--- src/rtl/instr_mem_ctrl_pkg.sv ---
// Shared definitions for the instruction-memory controller: FSM state encoding
// and the word returned for fetches outside the loaded program.
package instr_mem_ctrl_pkg;

   typedef enum logic [1:0] {
      IDLE = 2'd0,
      LOAD = 2'd1,
      RUN  = 2'd2
   } state_t;

   localparam logic [15:0] NOP_WORD = 16'h0000;

endpackage

--- src/rtl/instr_mem_ctrl_sp_ram.sv ---
// Single-port program RAM: synchronous write, registered read with read enable
// so the output word holds between fetches.
module sp_ram #(
   parameter int DATA_WIDTH = 16,
   parameter int ADDR_WIDTH = 8
) (
   input  logic                  clk,
   input  logic                  rst,
   input  logic                  we,
   input  logic                  re,
   input  logic [ADDR_WIDTH-1:0] addr,
   input  logic [DATA_WIDTH-1:0] wdata,
   output logic [DATA_WIDTH-1:0] rdata
);

   logic [DATA_WIDTH-1:0] mem [2**ADDR_WIDTH];

   // NOTE: the array itself is never reset; only the output register is, so the
   // storage maps onto plain RAM cells.
   always_ff @(posedge clk) begin
      if (we) mem[addr] <= wdata;
   end

   always_ff @(posedge clk) begin
      if (rst)     rdata <= '0;
      else if (re) rdata <= mem[addr];
   end

endmodule

--- src/rtl/instr_mem_ctrl.sv ---
// Instruction-memory responder: loads a program word-serially, then serves
// 1-cycle-latency fetches and stalls the pipeline while no program is resident.
module instr_mem_ctrl
   import instr_mem_ctrl_pkg::*;
#(
   parameter int DATA_WIDTH = 16,
   parameter int ADDR_WIDTH = 8,
   parameter int DEPTH      = 2**ADDR_WIDTH
) (
   input  logic                  clk,
   input  logic                  rst,
   input  logic [ADDR_WIDTH-1:0] im_addr_i,
   input  logic                  im_rd_i,
   output logic [DATA_WIDTH-1:0] im_rdata_o,
   output logic                  im_rvalid_o,
   output logic                  im_stall_o,
   input  logic                  load_start_i,
   input  logic [ADDR_WIDTH:0]   load_len_i,
   input  logic                  load_valid_i,
   input  logic [DATA_WIDTH-1:0] load_data_i,
   output logic                  load_ready_o,
   output logic                  load_done_o
);

   localparam logic [ADDR_WIDTH:0] MAX_LEN = (ADDR_WIDTH+1)'(DEPTH);

   state_t                state;
   logic [ADDR_WIDTH-1:0] wr_ptr;
   logic [ADDR_WIDTH:0]   len;
   logic [ADDR_WIDTH:0]   prog_len;
   logic                  start_ok;
   logic                  rd_accept;
   logic                  wr_beat;
   logic                  last_beat;
   logic                  oor_q;
   logic [ADDR_WIDTH-1:0] ram_addr;
   logic [DATA_WIDTH-1:0] ram_rdata;

   assign start_ok  = load_start_i && (load_len_i != '0) && (load_len_i <= MAX_LEN);
   assign rd_accept = im_rd_i && (state == RUN);
   assign wr_beat   = load_valid_i && (state == LOAD);
   assign last_beat = wr_beat && ({1'b0, wr_ptr} == len - 1'b1);
   assign ram_addr  = (state == LOAD) ? wr_ptr : im_addr_i;

   sp_ram #(
      .DATA_WIDTH (DATA_WIDTH),
      .ADDR_WIDTH (ADDR_WIDTH)
   ) u_ram (
      .clk   (clk),
      .rst   (rst),
      .we    (wr_beat),
      .re    (rd_accept),
      .addr  (ram_addr),
      .wdata (load_data_i),
      .rdata (ram_rdata)
   );

   // NOTE: all state uses non-blocking assignments so every register samples
   // the pre-edge values regardless of statement order.
   always_ff @(posedge clk) begin
      if (rst) begin
         state        <= IDLE;
         wr_ptr       <= '0;
         len          <= '0;
         prog_len     <= '0;
         im_stall_o   <= 1'b1;
         load_ready_o <= 1'b0;
         load_done_o  <= 1'b0;
      end else begin
         load_done_o <= 1'b0;
         case (state)
            IDLE: begin
               if (start_ok) begin
                  state        <= LOAD;
                  len          <= load_len_i;
                  wr_ptr       <= '0;
                  load_ready_o <= 1'b1;
               end
            end
            LOAD: begin
               if (wr_beat) begin
                  // A full-depth load wraps wr_ptr to 0 here, after the FSM has left LOAD.
                  wr_ptr <= wr_ptr + 1'b1;
                  if (last_beat) begin
                     state        <= RUN;
                     prog_len     <= len;
                     load_done_o  <= 1'b1;
                     load_ready_o <= 1'b0;
                     im_stall_o   <= 1'b0;
                  end
               end
            end
            RUN: begin
               if (start_ok) begin
                  state        <= LOAD;
                  len          <= load_len_i;
                  wr_ptr       <= '0;
                  prog_len     <= '0;
                  load_ready_o <= 1'b1;
                  im_stall_o   <= 1'b1;
               end
            end
            default: begin
               state        <= IDLE;
               im_stall_o   <= 1'b1;
               load_ready_o <= 1'b0;
            end
         endcase
      end
   end

   // The range compare is captured with the read so it uses the prog_len in force at acceptance.
   always_ff @(posedge clk) begin
      if (rst) begin
         im_rvalid_o <= 1'b0;
         oor_q       <= 1'b0;
      end else begin
         im_rvalid_o <= rd_accept;
         if (rd_accept) oor_q <= ({1'b0, im_addr_i} >= prog_len);
      end
   end

   assign im_rdata_o = oor_q ? DATA_WIDTH'(NOP_WORD) : ram_rdata;

endmodule

--- config.mk ---
export PLATFORM = sky130hd
export DESIGN_NAME = instr_mem_ctrl
export DESIGN_NICKNAME = d
export VERILOG_FILES = /design/src/rtl/instr_mem_ctrl_pkg.sv /design/src/rtl/instr_mem_ctrl_sp_ram.sv /design/src/rtl/instr_mem_ctrl.sv
export SDC_FILE = /design/constraint.sdc
export NUM_CORES = 2
export LEC_CHECK = 0
export CAP_MARGIN = 20
export CORE_UTILIZATION = 50
export CTS_CLUSTER_SIZE = 20
export DETAILED_ROUTE_END_ITERATION = 10
export GPL_ROUTABILITY_DRIVEN = 0
export PLACE_DENSITY_LB_ADDON = 0.08
export SYNTH_ARGS = -nofsm -noshare
export SYNTH_HDL_FRONTEND = slang
export SYNTH_HIERARCHICAL = 1
export SYNTH_SLANG_ARGS = --single-unit
--- constraint.sdc ---
create_clock -name clk -period 6.3 [get_ports clk]
set_input_delay 1.26 -clock clk [delete_from_list [all_inputs] [get_ports clk]]
set_output_delay 1.26 -clock clk [all_outputs]
set_load 0.02 [all_outputs]
After elaboration in Yosys (flattened, before gate mapping):

Memory sizes are Yosys's and may differ from the RTL's. A register that Yosys moved wholly into a read port is not among the register bits.
Cells that the tools add are included.

* $lt $le $gt $ge: 2
* reduce and logical (&&, ||, !) cells: 16
* equality and inequality tests: 7
* bitwise gates (word level): 3
* mux-type cells: 21
* add/sub/neg operators: 2

Operators by type and width (number)
* $mux W9: 3
* $mux W8: 3
* $pmux W9 S2: 1
* $mux W16: 1
* $pmux W8 S2: 1
* $eq A8 B9 Y1: 1
* $ge A8 B9 Y1: 1
* $le A9 B9 Y1 const B: 1
* $reduce_bool A9 Y1: 1
* $sub A9 B1 Y9 const B: 1
* $add A8 B1 Y8 const B: 1
* $reduce_and A4 Y1: 2
* $mux W1: 6
* $mux W2: 3
* $ne A2 B2 Y1 const B: 3
* $reduce_and A3 Y1: 2
* $logic_and A1 B1 Y1: 5
* $pmux W2 S2: 1
* $reduce_bool A2 Y1: 2
* $not A1 Y1: 3
* $pmux W1 S3: 1
* $reduce_or A3 Y1: 1
* $eq A2 B1 Y1 const B: 1
* $eq A2 B2 Y1 const B: 1
* 5 further kinds: 5

* memories: 1
* bits in writable memories: 4096
* output and inout port bits: 20
* register bits after elaboration: 33

Memories
* u_ram.mem: words 256, width 16, rd ports 1, clocked after Yosys merged registers in 1, write ports 1, RTL line instr_mem_ctrl_sp_ram.sv:16 `logic [DATA_WIDTH-1:0] mem [2**ADDR_WIDTH];`

Longest topological paths before layout:

* depth after elaboration: 6
* mapped depth: 17
* mapped depth without buffers: 10

By module:

The synthesis kept the hierarchy.

By module, submodules not included
* sp_ram: cells an instance 7039, instances 1, area each 156771.6 µm²
* instr_mem_ctrl: cells an instance 222, instances 1, area each 1964.4 µm²

Worst setup path after synthesis:

OpenSTA, ideal clock, no wires.

* path kind: input -> register
* from: input port im_addr_i[1]
* to: memory u_ram.mem[144][0], enable pin
* path slack: 1.611 ns
* stages: 10
* arrival time: 4.280 ns
* path through: mux2_2 > buf_4 > buf_4 > buf_4 > buf_2 > clkbuf_1 > buf_2 > or2_2 > clkbuf_1 > nor3_1

* word-level cells in the longest chain between the ends: 1

RTL lines
* start: declaration: RTL line instr_mem_ctrl.sv:12 `input logic [ADDR_WIDTH-1:0] im_addr_i,`
* $mux W8: RTL line instr_mem_ctrl.sv:43 `assign ram_addr = (state == LOAD) ? wr_ptr : im_addr_i;`
* end: declaration: RTL line instr_mem_ctrl_sp_ram.sv:16

No other way between the ends.

Worst setup path after layout:

* from: register state[0]
* to: register u_ram.rdata[6] (read register of u_ram.mem)

* word-level cells in the longest chain between the ends: 2
* elaborated cells between the ends (all ways): 4
* those cells by class: eq/ne: 2; mux: 1; reduce/logical: 1

RTL lines
* start: declaration: RTL line instr_mem_ctrl.sv:27 `state_t state;`
* start signal: assignment: RTL line instr_mem_ctrl.sv:62 `state <= IDLE;`
* start signal: assignment: RTL line instr_mem_ctrl.sv:74 `state <= LOAD;`
* start signal: assignment: RTL line instr_mem_ctrl.sv:85 `state <= RUN;`
* $eq A2 B1 Y1: RTL line instr_mem_ctrl.sv:43
* $mux W8: RTL line instr_mem_ctrl.sv:43
* net ram_addr[0]: RTL line instr_mem_ctrl.sv:36 `logic [ADDR_WIDTH-1:0] ram_addr;`
* end: declaration: RTL line instr_mem_ctrl_sp_ram.sv:13 `output logic [DATA_WIDTH-1:0] rdata`

The timed path passes the listed nets, and every way through them passes these cells.
A chain may end at the register's enable or synchronous reset.

==> results_dict.tcl <==
set metrics [dict create \
    r2r_cells 12 \
    area_delta_synth_final_pct 14.4 \
    startpoint_type "register" \
    start_util_pct 50.3 \
    peakVddDrop_v 0.000257 \
    place_hpwl_um 278000 \
    clock_skew_ns 0.0489 \
    hold_path_end "im_stall_o" \
    layout.nets 7999 \
    worstPathCellList "nand2b_1, mux2_8, buf_12, buf_4, mux4_2, mux2i_1, o21ai_0, a211oi_1, buf_2, buf_4, nor4b_1, o21ai_0" \
    dieArea_um2 320000 \
    timing.rr.end "u_ram/rdata[6]" \
    cts.clk_slew.worst_paths_ns 0.06 \
    yosys_most_used_dff "edfxtp_1" \
    r2r_slack_ns 0.66 \
    async_reset_ff_share_pct 0 \
    core_um2 315000 \
    required_ns 7.09 \
    tns_ns 0 \
    synth_edf_count 4096 \
    path_class "register to register" \
    setup_viol 0 \
    synth.distinct_cells 84 \
    first_iter_violations 10924 \
    final.period_utilization_pct 89.5 \
    hold_violations 0 \
    dpl_cell_area_um2 168000 \
    viasPerCell 6.48 \
    grt_pass1_vias 79264 \
    critPathMaxStageDelay_ns 0.88 \
    dr.pass1.iters 5 \
    die-height_um 565 \
    overflow 0 \
    wirelength_um 448000 \
    yosysTopAreaCell "edfxtp_1" \
    ios 58 \
    post-cts-setup-buffers 0 \
    powerDensity_nw_per_um2 323 \
    syn-cell-area_um2 159000 \
    slowest_stage "nor4b_1" \
    htreeDepth 5 \
    fill_cells 23293 \
    grt_max_degree 169 \
    cts_root_buf "clkbuf_16" \
    finalMaxSlewViolations 0 \
    final_util_pct 57.6 \
    maxCapViolCount 0 \
    synth_area_leaders "edfxtp_1 (77%), mux4_2 (13%), mux2i_1 (1.4%), o22ai_1 (0.94%), nor2_1 (0.76%)" \
    insertion_delay_ns 0.96 \
    synth-seq-cells 4145 \
    syn_avg_cell_area_um2 21.9 \
    portBuffers 57 \
    holdBufCountCts 0 \
    track_usage_pct 28.1 \
    postRouteAntennaNets 0 \
    crit_arrival_ns 6.43 \
    synthCells 7261 \
    clk_path_buf_depth 4 \
    cts_resized 0 \
    synth_top_area_share_pct 77.5 \
    cp.buffers_inverters 4 \
    rsz0062_at_grt "false" \
    grt_antenna_before_repair 34 \
    path_depth 12 \
    grt.busiest_layer "met2" \
    cp_max_fo 47 \
    layout_min_cycle_time_ns 5.64 \
    power_uw 58600 \
    use_met3_pct 5.86 \
    synth_seq_area_share_pct 78.1 \
    grt_use_met1_pct 41.9 \
    status "completed" \
    crit_family "multiplexers" \
    ys_warn_count 6 \
    max_slew_margin_pct 2.28 \
    min_from "im_stall_o" \
    rows 206 \
    cts_tree "built" \
    drive_above_1_share_pct 28.2 \
    die_width_um 565 \
    post-route-cell-area_um2 182000 \
    cts_sinks 4145 \
    tightest_slew_ns 1.47 \
    fmax_mhz 177 \
    leakage_uw 0.0567 \
    drc 0 \
    use_met2_pct 42.5 \
    wl_per_cell_um 35.9 \
    hold-path-cell-count 1 \
    syn-num-nets 7309 \
    cts_made_buffers 418 \
    hold_ws_ns 0.487 \
    grt_pass1_wl_um 624000 \
    hold_class "register to register" \
    num_vias 80822 \
    r2r_start "state[0]" \
    endpoint_kind "register" \
]
## layout by cell type (no fill, tap or decap), types with 40 or more instances in the layout
cell type | netlist | routed
edfxtp_1 | 4096 | 4096
mux4_2 | 934 | 934
buf_4 | 81 | 573
clkbuf_16 | 0 | 426
nor2_1 | 320 | 256
o22ai_1 | 239 | 239
mux2i_1 | 220 | 220
nand2_1 | 139 | 138
a22oi_1 | 108 | 108
clkbuf_1 | 191 | 104
clkinv_1 | 3 | 100
clkinv_2 | 0 | 72
nor2_2 | 1 | 65
buf_12 | 0 | 59
nor3_2 | 0 | 51
o21ai_0 | 52 | 50
dfxtp_1 | 49 | 49
clkdlybuf4s50_1 | 0 | 40
## registers in the layout, summed over array words and instances (netlist names)
name	cells
im_rvalid_o	1
im_stall_o	1
len	9
load_done_o	1
load_ready_o	1
oor_q	1
prog_len	9
state	2
u_ram/mem	4096
u_ram/rdata	16
wr_ptr	8
## cells in the mapped netlist, types with 32 or more instances
library cell	n
a221oi_1	38
nor2_1	320
dfxtp_1	49
clkbuf_1	191
nor4_1	42
nand2_1	139
nand3_1	52
a22oi_1	108
edfxtp_1	4096
buf_2	79
o21ai_0	52
buf_6	53
a22o_1	32
a21oi_1	39
buf_4	81
o22ai_1	239
mux4_2	934
mux2i_1	220
nor3_1	85
## cells by family after synthesis
logic type | Yosys count | synth area share (%)
mux | 1170 | 14.8
simple gates | 782 | 2.33
xor+xnor | 17 | 0.0938
flops | 4145 | 78.1
fa+ha+maj | 10 | 0.0788
buf+inv | 445 | 1.56
compound gates | 692 | 3.08
## metal layers
layer	up-vias	part of all wire [%]
met5	-	0.014
met4	10	2.8
met3	610	9.6
met2	3879	46
met1	44082	41
li1	32241	-
## worst max-delay path by stage
stage                              to  slack, ns    startpoint
finish                 u_ram/rdata[6]       0.66      state[0]
global route           u_ram/rdata[6]       0.47      state[0]
CTS                    u_ram/rdata[6]       0.62      state[0]
detailed placement     u_ram/rdata[6]      -0.16  im_addr_i[0]
global placement       u_ram/rdata[2]      -1.10  im_addr_i[0]
floorplan           u_ram/mem[144][0]       1.61  im_addr_i[1]
## cell type report
cell class / count / area [µm²] / area share [%]
sequential: 4145 / 124000 / 68.3
multi-input combinational: 2671 / 32900 / 18.1
clock buffer: 535 / 11100 / 6.12
timing repair buffer: 692 / 6140 / 3.38
tap: 4160 / 5200 / 2.87
clock inverter: 232 / 2140 / 1.18
inverter: 23 / 88.8 / 0.0489
antenna: 14 / 35.0 / 0.0193
## stage by stage
stage               cells  setup slack, ns
CTS                 12456            0.618
floorplan            7261             1.61
detailed placement  11689           -0.165
global route        12460            0.468
global placement    11680            -1.10
finish              12472            0.665
## where the power goes
group          switching [µW]  leakage (µW)  internal [µW]  total [µW]
Sequential               9.56        0.0372          30300       30300
Combinational            2640        0.0131           1490        4120
Clock                   10400       0.00647          13800       24200
Total                   13000        0.0567          45600       58600
(Power assumes the default switching activity.)
